==> src/rtl/mem_arbiter_pkg.sv <==
// rtl/mem_arbiter_pkg.sv - shared types and defaults for the core/loader memory arbiter
package mem_arb_pkg;

  localparam int ADDR_W_DEF = 10;

  typedef enum logic [1:0] {
    IDLE,
    CORE_ACC,
    LDR_ACC
  } arbState_t;

endpackage

==> src/rtl/mem_arbiter_if.sv <==
// rtl/mem_arbiter_if.sv - single-port synchronous-read memory bus
interface mem_arbiter_if
  import mem_arb_pkg::*;
#(
  parameter int ADDR_W = ADDR_W_DEF
);

  logic              mem_en;
  logic              mem_we;
  logic [ADDR_W-1:0] mem_addr;
  logic [31:0]       mem_wdata;
  logic [31:0]       mem_rdata;

  modport master (
    output mem_en,
    output mem_we,
    output mem_addr,
    output mem_wdata,
    input  mem_rdata
  );

  modport slave (
    input  mem_en,
    input  mem_we,
    input  mem_addr,
    input  mem_wdata,
    output mem_rdata
  );

endinterface

==> src/rtl/mem_arbiter_rr.sv <==
// rtl/mem_arbiter_rr.sv - two-way round-robin grant with loader lock
module rr_arbiter2 (
  input  logic clk,
  input  logic reset,
  input  logic reqCore,
  input  logic reqLdr,
  input  logic lock,
  input  logic advance,
  output logic grantCore,
  output logic grantLdr
);

  // Points at the loader out of reset so the core wins the first tie.
  logic lastLdr;

  always_comb begin
    grantCore = 1'b0;
    grantLdr  = 1'b0;
    if (lock) begin
      grantLdr = reqLdr;
    end else if (reqCore && reqLdr) begin
      grantCore = lastLdr;
      grantLdr  = !lastLdr;
    end else begin
      grantCore = reqCore;
      grantLdr  = reqLdr;
    end
  end

  always_ff @(posedge clk or posedge reset) begin
    if (reset) begin
      lastLdr <= 1'b1;
    end else if (advance && (grantCore || grantLdr)) begin
      lastLdr <= grantLdr;
    end
  end

endmodule

==> src/rtl/mem_arbiter.sv <==
// rtl/mem_arbiter.sv - shares one synchronous memory between the multicycle core and the loader
module mem_arbiter
  import mem_arb_pkg::*;
#(
  parameter int ADDR_W = ADDR_W_DEF
) (
  input  logic        clk,
  input  logic        reset,
  input  logic        core_rd,
  input  logic        core_wr,
  input  logic [31:0] core_addr,
  input  logic [31:0] core_wdata,
  output logic [31:0] core_rdata,
  output logic        core_ready,
  input  logic        ldr_req,
  input  logic        ldr_we,
  input  logic [31:0] ldr_addr,
  input  logic [31:0] ldr_wdata,
  output logic [31:0] ldr_rdata,
  output logic        ldr_ack,
  input  logic        ldr_lock,
  mem_arbiter_if.master mem
);

  arbState_t state;
  logic      coreReq;
  logic      isIdle;
  logic      grantCore;
  logic      grantLdr;
  logic      selCore;
  logic      selLdr;
  logic      unusedAddrBits;

  assign coreReq = core_rd | core_wr;
  assign isIdle  = (state == IDLE) && !reset;
  assign selCore = isIdle && grantCore;
  assign selLdr  = isIdle && grantLdr;

  rr_arbiter2 u_rr (
    .clk       (clk),
    .reset     (reset),
    .reqCore   (coreReq),
    .reqLdr    (ldr_req),
    .lock      (ldr_lock),
    .advance   (isIdle),
    .grantCore (grantCore),
    .grantLdr  (grantLdr)
  );

  // Word access: byte-offset bits and anything above the memory size alias away.
  assign unusedAddrBits = ^{core_addr[31:ADDR_W+2], core_addr[1:0],
                            ldr_addr[31:ADDR_W+2], ldr_addr[1:0]};

  always_comb begin
    mem.mem_en    = 1'b0;
    mem.mem_we    = 1'b0;
    mem.mem_addr  = '0;
    mem.mem_wdata = '0;
    if (selCore) begin
      mem.mem_en    = 1'b1;
      mem.mem_we    = core_wr;
      mem.mem_addr  = core_addr[ADDR_W+1:2];
      mem.mem_wdata = core_wdata;
    end else if (selLdr) begin
      mem.mem_en    = 1'b1;
      mem.mem_we    = ldr_we;
      mem.mem_addr  = ldr_addr[ADDR_W+1:2];
      mem.mem_wdata = ldr_wdata;
    end
  end

  always_ff @(posedge clk or posedge reset) begin
    if (reset) begin
      state      <= IDLE;
      core_ready <= 1'b0;
      ldr_ack    <= 1'b0;
    end else begin
      core_ready <= 1'b0;
      ldr_ack    <= 1'b0;
      case (state)
        IDLE: begin
          if (selCore) begin
            state      <= CORE_ACC;
            core_ready <= 1'b1;
          end else if (selLdr) begin
            state   <= LDR_ACC;
            ldr_ack <= 1'b1;
          end
        end
        default: state <= IDLE;
      endcase
    end
  end

  assign core_rdata = core_ready ? mem.mem_rdata : 32'h0;
  assign ldr_rdata  = ldr_ack    ? mem.mem_rdata : 32'h0;

endmodule

==> src/flat_wrapper.sv <==
// flat-port wrapper written by rule: the top's interface ports become plain ports
module mem_arbiter_flat import mem_arb_pkg::*;
#(
  parameter int ADDR_W = ADDR_W_DEF
)
  (clk, reset, core_rd, core_wr, core_addr, core_wdata, core_rdata, core_ready, ldr_req, ldr_we, ldr_addr, ldr_wdata, ldr_rdata, ldr_ack, ldr_lock, mem_mem_en, mem_mem_we, mem_mem_addr, mem_mem_wdata, mem_mem_rdata);
  mem_arbiter_if #(.ADDR_W(ADDR_W)) mem_i ();
  input  logic clk;
  input  logic reset;
  input  logic core_rd;
  input  logic core_wr;
  input  logic [31:0] core_addr;
  input  logic [31:0] core_wdata;
  output logic [31:0] core_rdata;
  output logic core_ready;
  input  logic ldr_req;
  input  logic ldr_we;
  input  logic [31:0] ldr_addr;
  input  logic [31:0] ldr_wdata;
  output logic [31:0] ldr_rdata;
  output logic ldr_ack;
  input  logic ldr_lock;
  output wire logic [$bits(mem_i.mem_en)-1:0] mem_mem_en;
  output wire logic [$bits(mem_i.mem_we)-1:0] mem_mem_we;
  output wire logic [$bits(mem_i.mem_addr)-1:0] mem_mem_addr;
  output wire logic [$bits(mem_i.mem_wdata)-1:0] mem_mem_wdata;
  input wire logic [$bits(mem_i.mem_rdata)-1:0] mem_mem_rdata;
  assign mem_mem_en = mem_i.mem_en;
  assign mem_mem_we = mem_i.mem_we;
  assign mem_mem_addr = mem_i.mem_addr;
  assign mem_mem_wdata = mem_i.mem_wdata;
  assign mem_i.mem_rdata = mem_mem_rdata;
  mem_arbiter #(.ADDR_W(ADDR_W)) u_core (.clk(clk), .reset(reset), .core_rd(core_rd), .core_wr(core_wr), .core_addr(core_addr), .core_wdata(core_wdata), .core_rdata(core_rdata), .core_ready(core_ready), .ldr_req(ldr_req), .ldr_we(ldr_we), .ldr_addr(ldr_addr), .ldr_wdata(ldr_wdata), .ldr_rdata(ldr_rdata), .ldr_ack(ldr_ack), .ldr_lock(ldr_lock), .mem(mem_i));
endmodule
==> config.mk <==
export PLATFORM = sky130hd
export DESIGN_NAME = mem_arbiter_flat
export DESIGN_NICKNAME = d
export VERILOG_FILES = /design/src/rtl/mem_arbiter_pkg.sv /design/src/rtl/mem_arbiter_if.sv /design/src/rtl/mem_arbiter_rr.sv /design/src/rtl/mem_arbiter.sv /design/src/flat_wrapper.sv
export SDC_FILE = /design/constraint.sdc
export NUM_CORES = 1
export LEC_CHECK = 0
export ABC_CLOCK_PERIOD_IN_PS = 2900
export CAP_MARGIN = 20
export CORE_AREA = 5 5 103 105
export CTS_BUF_LIST = sky130_fd_sc_hd__clkbuf_8
export DETAILED_ROUTE_END_ITERATION = 16
export DIE_AREA = 0 0 108 110
export GPL_TIMING_DRIVEN = 0
export RECOVER_POWER = 50
export SLEW_MARGIN = 20
export SYNTH_ARGS = -nofsm -noshare
export SYNTH_HDL_FRONTEND = slang
export SYNTH_SLANG_ARGS = --single-unit
==> constraint.sdc <==
create_clock -name clk -period 2.9 [get_ports clk]
set_input_delay 0.58 -clock clk [delete_from_list [all_inputs] [get_ports clk]]
set_output_delay 0.58 -clock clk [all_outputs]
set_load 0.05 [all_outputs]
# Word level (Yosys, flattened, before mapping)
# Index checks and enable logic that the tools add are counted.
# Widths: inputs -> output; s select.
# op_classes
div	0
magnitude_cmp	0
n_mux	21
mul	0
n_eq_ne	1
reduce_logical	9
bitwise_logic	1
add_sub_neg	0
shift	0
# op_table
op	n
$mux 32	4
$mux 10	2
$mux 1	12
$mux 2	3
$logic_and 1x1->1	5
$ne 3x1->1 const B	1
$logic_not 1->1	2
$logic_not 2->1	1
$logic_or 1x1->1	1
$or 1x1->1	1
# totals
ramBits	0
latchBits	0
rom_bits	0
memories	0
ff_bits	5
in_bits	167
output_inout_bits	110

# Longest topological paths before layout
# logic_depth
word_depth	8
mapped_depth	5
mapped_depth_nobuf	3

# Cells and area by module
# Synthesis repeated with hierarchy kept, for this count alone.
# hier_totals
cells_unflattened	147
area_unflattened_um2	1244.9
# modules_own_cells
mod	seq_area_each_um2	area_per_inst_um2	cells_each	n_inst
mem_arbiter	100.1	1171.1	139	1
rr_arbiter2	26.3	73.8	8	1

# Worst setup path after synthesis
# OpenSTA, ideal clock, no wires.
# synth_path
kind	input-to-output
start	input port ldr_lock
end	output port mem_mem_addr[2]
path_stages	4
arrival_time_ns	1.909
path_slack_ns	0.411
n_path_buf	1
path_cell_list	o21ba_2 -> nand2_1 -> buf_2 -> o22ai_1
# synth_via
elab_chain_len	4
# synth_lines
item	line_no	rtl
from (decl)	flat_wrapper.sv:22	input logic ldr_lock;
$mux 1	mem_arbiter_rr.sv:19	if (lock) begin
$logic_and 1x1->1	mem_arbiter.sv:37	assign selLdr = isIdle && grantLdr;
$mux 10	mem_arbiter.sv:64	end else if (selLdr) begin
$mux 10 (*)	mem_arbiter.sv:59	if (selCore) begin
to (decl)	flat_wrapper.sv:25	output wire logic [$bits(mem_i.mem_addr)-1:0] mem_mem_addr;
# Mark *: on every way between the ends. The rest lies on a longest branch, timed or not.

# Final worst setup path
# layout_path
start	input port reset
end	output port mem_mem_en
# layout_via
elab_chain_len	5
# layout_lines
item	line_no	rtl
from (decl)	flat_wrapper.sv:9	input logic reset;
$logic_not 1->1 (*)	mem_arbiter.sv:35	assign isIdle = (state == IDLE) && !reset;
$logic_and 1x1->1 (*)	mem_arbiter.sv:35	
$logic_and 1x1->1	mem_arbiter.sv:37	
$mux 1	mem_arbiter.sv:64	
$mux 1 (*)	mem_arbiter.sv:59	
to (decl)	flat_wrapper.sv:23	output wire logic [$bits(mem_i.mem_en)-1:0] mem_mem_en;
# Marked as above.

==> results.json <==
{
  "first_pass_iters": 5,
  "synth_xor_area_share_pct": 0,
  "syn_nets": 407,
  "path_cells": "clkdlybuf4s50_1 > or3_1 > clkbuf_1 > nor2_1 > dlygate4sd2_1",
  "clockRootBuffer": "clkbuf_8",
  "overflow": 0,
  "setup_ws_ps": 101,
  "grt_most_used_layer": "met2",
  "wl_mm": 9.42,
  "dp_cells": 605,
  "critPathArrivalTime_ps": 2220,
  "slowest_stage": "dlygate4sd2_1",
  "setup.worst_path.end": "mem_mem_en",
  "netlist_area_mm2": 0.00137,
  "cts_buffers": 3,
  "synth_fa_ha_area_share_pct": 0,
  "crit_type": "in -> out",
  "cellPowerDensity_mw_per_mm2": 306,
  "mostFrequentLayoutCell": "clkdlybuf4s50_1",
  "worstMarginPinSlew_ps": 550,
  "status": "completed",
  "fp.dieW_um": 108,
  "min_period_ps": 2800,
  "path_clk_slew_ps": 30,
  "antenna_found_initial": 0,
  "use_met1_pct": 14.3,
  "avgViaCountPerCell": 4.16,
  "ioPinCount": 277,
  "first_iter_violations": 73,
  "start_kind": "primary input",
  "die_h_um": 110,
  "syn_inst": 240,
  "post-route-drc-count": 0,
  "min_path_type": "reg -> reg",
  "insertion_delay_ps": 220,
  "ys_seq_area_share_pct": 9.22,
  "synth_top_family_by_area": "simple AND/OR/NAND/NOR gates",
  "setup_viol": 0,
  "gp_congestion": 0.763,
  "reg2reg_from": "u_core.u_rr.lastLdr",
  "max_stage_delay_ps": 540,
  "htreeDepth": 1,
  "finalHoldViolCount": 0,
  "finalClockSkew_ps": 2.24,
  "synth_cell_types": 19,
  "clock-sinks": 5,
  "dp_slack_ps": -505,
  "dr_total_vias": 2532,
  "tritoncts": "yes",
  "final_cell_mix": "clkdlybuf4s50_1, nand2_1, and2_1",
  "crit_start": "reset",
  "reg2reg_to": "u_core.state[1]",
  "p_leak_nw": 1.67,
  "grt_max_degree": 11,
  "grtUsageMet3_pct": 6.76,
  "num-nets-final": 644,
  "required_ps": 2320,
  "die_area_mm2": 0.0119,
  "portBuffers": 232,
  "slew_headroom_pct": 63.2,
  "reg2regPathDepth": 4,
  "drv_cap": 0,
  "grt_use_total_pct": 14.4,
  "crit_path_max_fanout": 6,
  "initial_core_util_pct": 14.3,
  "insertedDiodeCount": 0,
  "timing.fmax_ghz": 0.357,
  "rsz0062_at_grt": "false",
  "r2r_setup_slack_ps": 1490,
  "drive_above_1_share_pct": 14.1,
  "ant_nets": 0,
  "post-route-period-util_pct": 96.5,
  "max-vdd-ir-drop_mv": 0.141,
  "synthSimpleGateAreaFrac_pct": 57.5,
  "end_kind": "primary output",
  "avgSynthCellArea_um2": 5.71,
  "ys_seq_elements": 5,
  "synthMuxAreaShare_pct": 0,
  "hpwl_mm": 8.37,
  "cts_buffer_depth": 2,
  "synth-compound-area-share_pct": 22.3,
  "area_growth_pct": 170,
  "wire_per_inst_um": 15.5,
  "coreArea_mm2": 0.00955,
  "hold_buffers": 0,
  "final_max_slew_viol_count": 0,
  "stdcell_count": 609,
  "fp-row-count": 36,
  "grt_pass1_wl_mm": 13.5,
  "yosysWarnings": 0,
  "grt_pass1_vias": 2626,
  "grt_util_met2_pct": 28.1
}
[where the power goes]
| group | internal (W) | leakage [nW] | switching (W) |
|---|---|---|---|
| combinational | 0.000344 | 1.58 | 0.000575 |
| sequential | 0.0000822 | 0.0643 | 0.0000105 |
| clock | 0.0000905 | 0.0269 | 0.0000315 |
| total | 0.000517 | 1.67 | 0.000617 |
[cell usage after synthesis]
library cell | n | area share, %
buf_6 | 5 | 4.1
nand2b_1 | 2 | 0.91
a31oi_1 | 1 | 0.46
a21oi_1 | 2 | 0.73
dfstp_2 | 1 | 1.9
dfrtp_1 | 4 | 7.3
o22ai_1 | 42 | 19
o21ba_2 | 1 | 0.73
or3_1 | 1 | 0.46
nor3_4 | 1 | 1.2
inv_1 | 2 | 0.55
nand2_1 | 85 | 23
o21ai_2 | 1 | 0.64
and2_1 | 64 | 29
o211ai_1 | 1 | 0.55
nor2_1 | 7 | 1.9
clkbuf_1 | 7 | 1.9
buf_2 | 12 | 4.4
nand3b_1 | 1 | 0.55
[metal layers]
layer | up-vias | routed length [um]
li1 | 1264 | -
met1 | 1092 | 3250
met2 | 174 | 4800
met3 | 2 | 1320
met4 | 0 | 44
met5 | - | 0
[state kept, by name, indices dropped and copies added, names as in the netlist]
name	flops
u_core.ldr_ack	1
u_core.state	2
u_core.core_ready	1
u_core.u_rr.lastLdr	1
[logic make-up (layout without fill, tap and decap cells)]
family / Yosys count / count (layout)
buf+inv: 26 / 262
flops: 5 / 5
compound gates: 48 / 48
simple gates: 161 / 161
[worst min path at each step]
stage	startpoint	endpoint	slack, ps	cells after the start
CTS	u_core.u_rr.lastLdr	u_core.u_rr.lastLdr	540	2
global placement	u_core.u_rr.lastLdr	u_core.u_rr.lastLdr	530	2
detailed placement	u_core.u_rr.lastLdr	u_core.u_rr.lastLdr	530	2
finish	u_core.u_rr.lastLdr	u_core.u_rr.lastLdr	530	2
global route	u_core.u_rr.lastLdr	u_core.u_rr.lastLdr	560	2
floorplan	reset	u_core.core_ready	360	1
[timing repair]
action / 4_1_cts / 5_1_grt
pin swaps: 0 / 0
endpoints found under the setup margin: 44 / 34
gates cloned: 0 / 0
gates resized for setup: 154 / 66
buffers inserted: 0 / 0
[area by class of cell]
cell class	count	area, um^2
fillers	1059	5850
repair buffers	232	2120
multi-input cells	209	1090
well taps	133	166
plain buffers	24	145
flip-flops and latches	5	126
clock buffers	3	41.3
inverters	2	7.51
clock inverters	1	3.75
[critical path, delay by kind of cell]
family	cells	cell delay [ps]
buffers and inverters	3	1180
AND/OR/NAND/NOR	2	460
[per-stage QoR]
step | hold slack, ps | utilization [%] | total power (W) | instance area [um^2] | setup TNS (ps)
5_1_grt | 558 | 38.8 | 0.00120 | 3700 | 0
6_report | 535 | 38.8 | 0.00113 | 3700 | 0
2_1_floorplan | 358 | - | 0.000660 | 1370 | 0
3_5_place_dp | 534 | 40.4 | 0.00108 | 3860 | -19030
4_1_cts | 536 | 40.6 | 0.00118 | 3870 | 0
3_3_place_gp | 530 | 40.4 | 0.00108 | 3860 | -17940
Power figures use the tool's default switching activity.
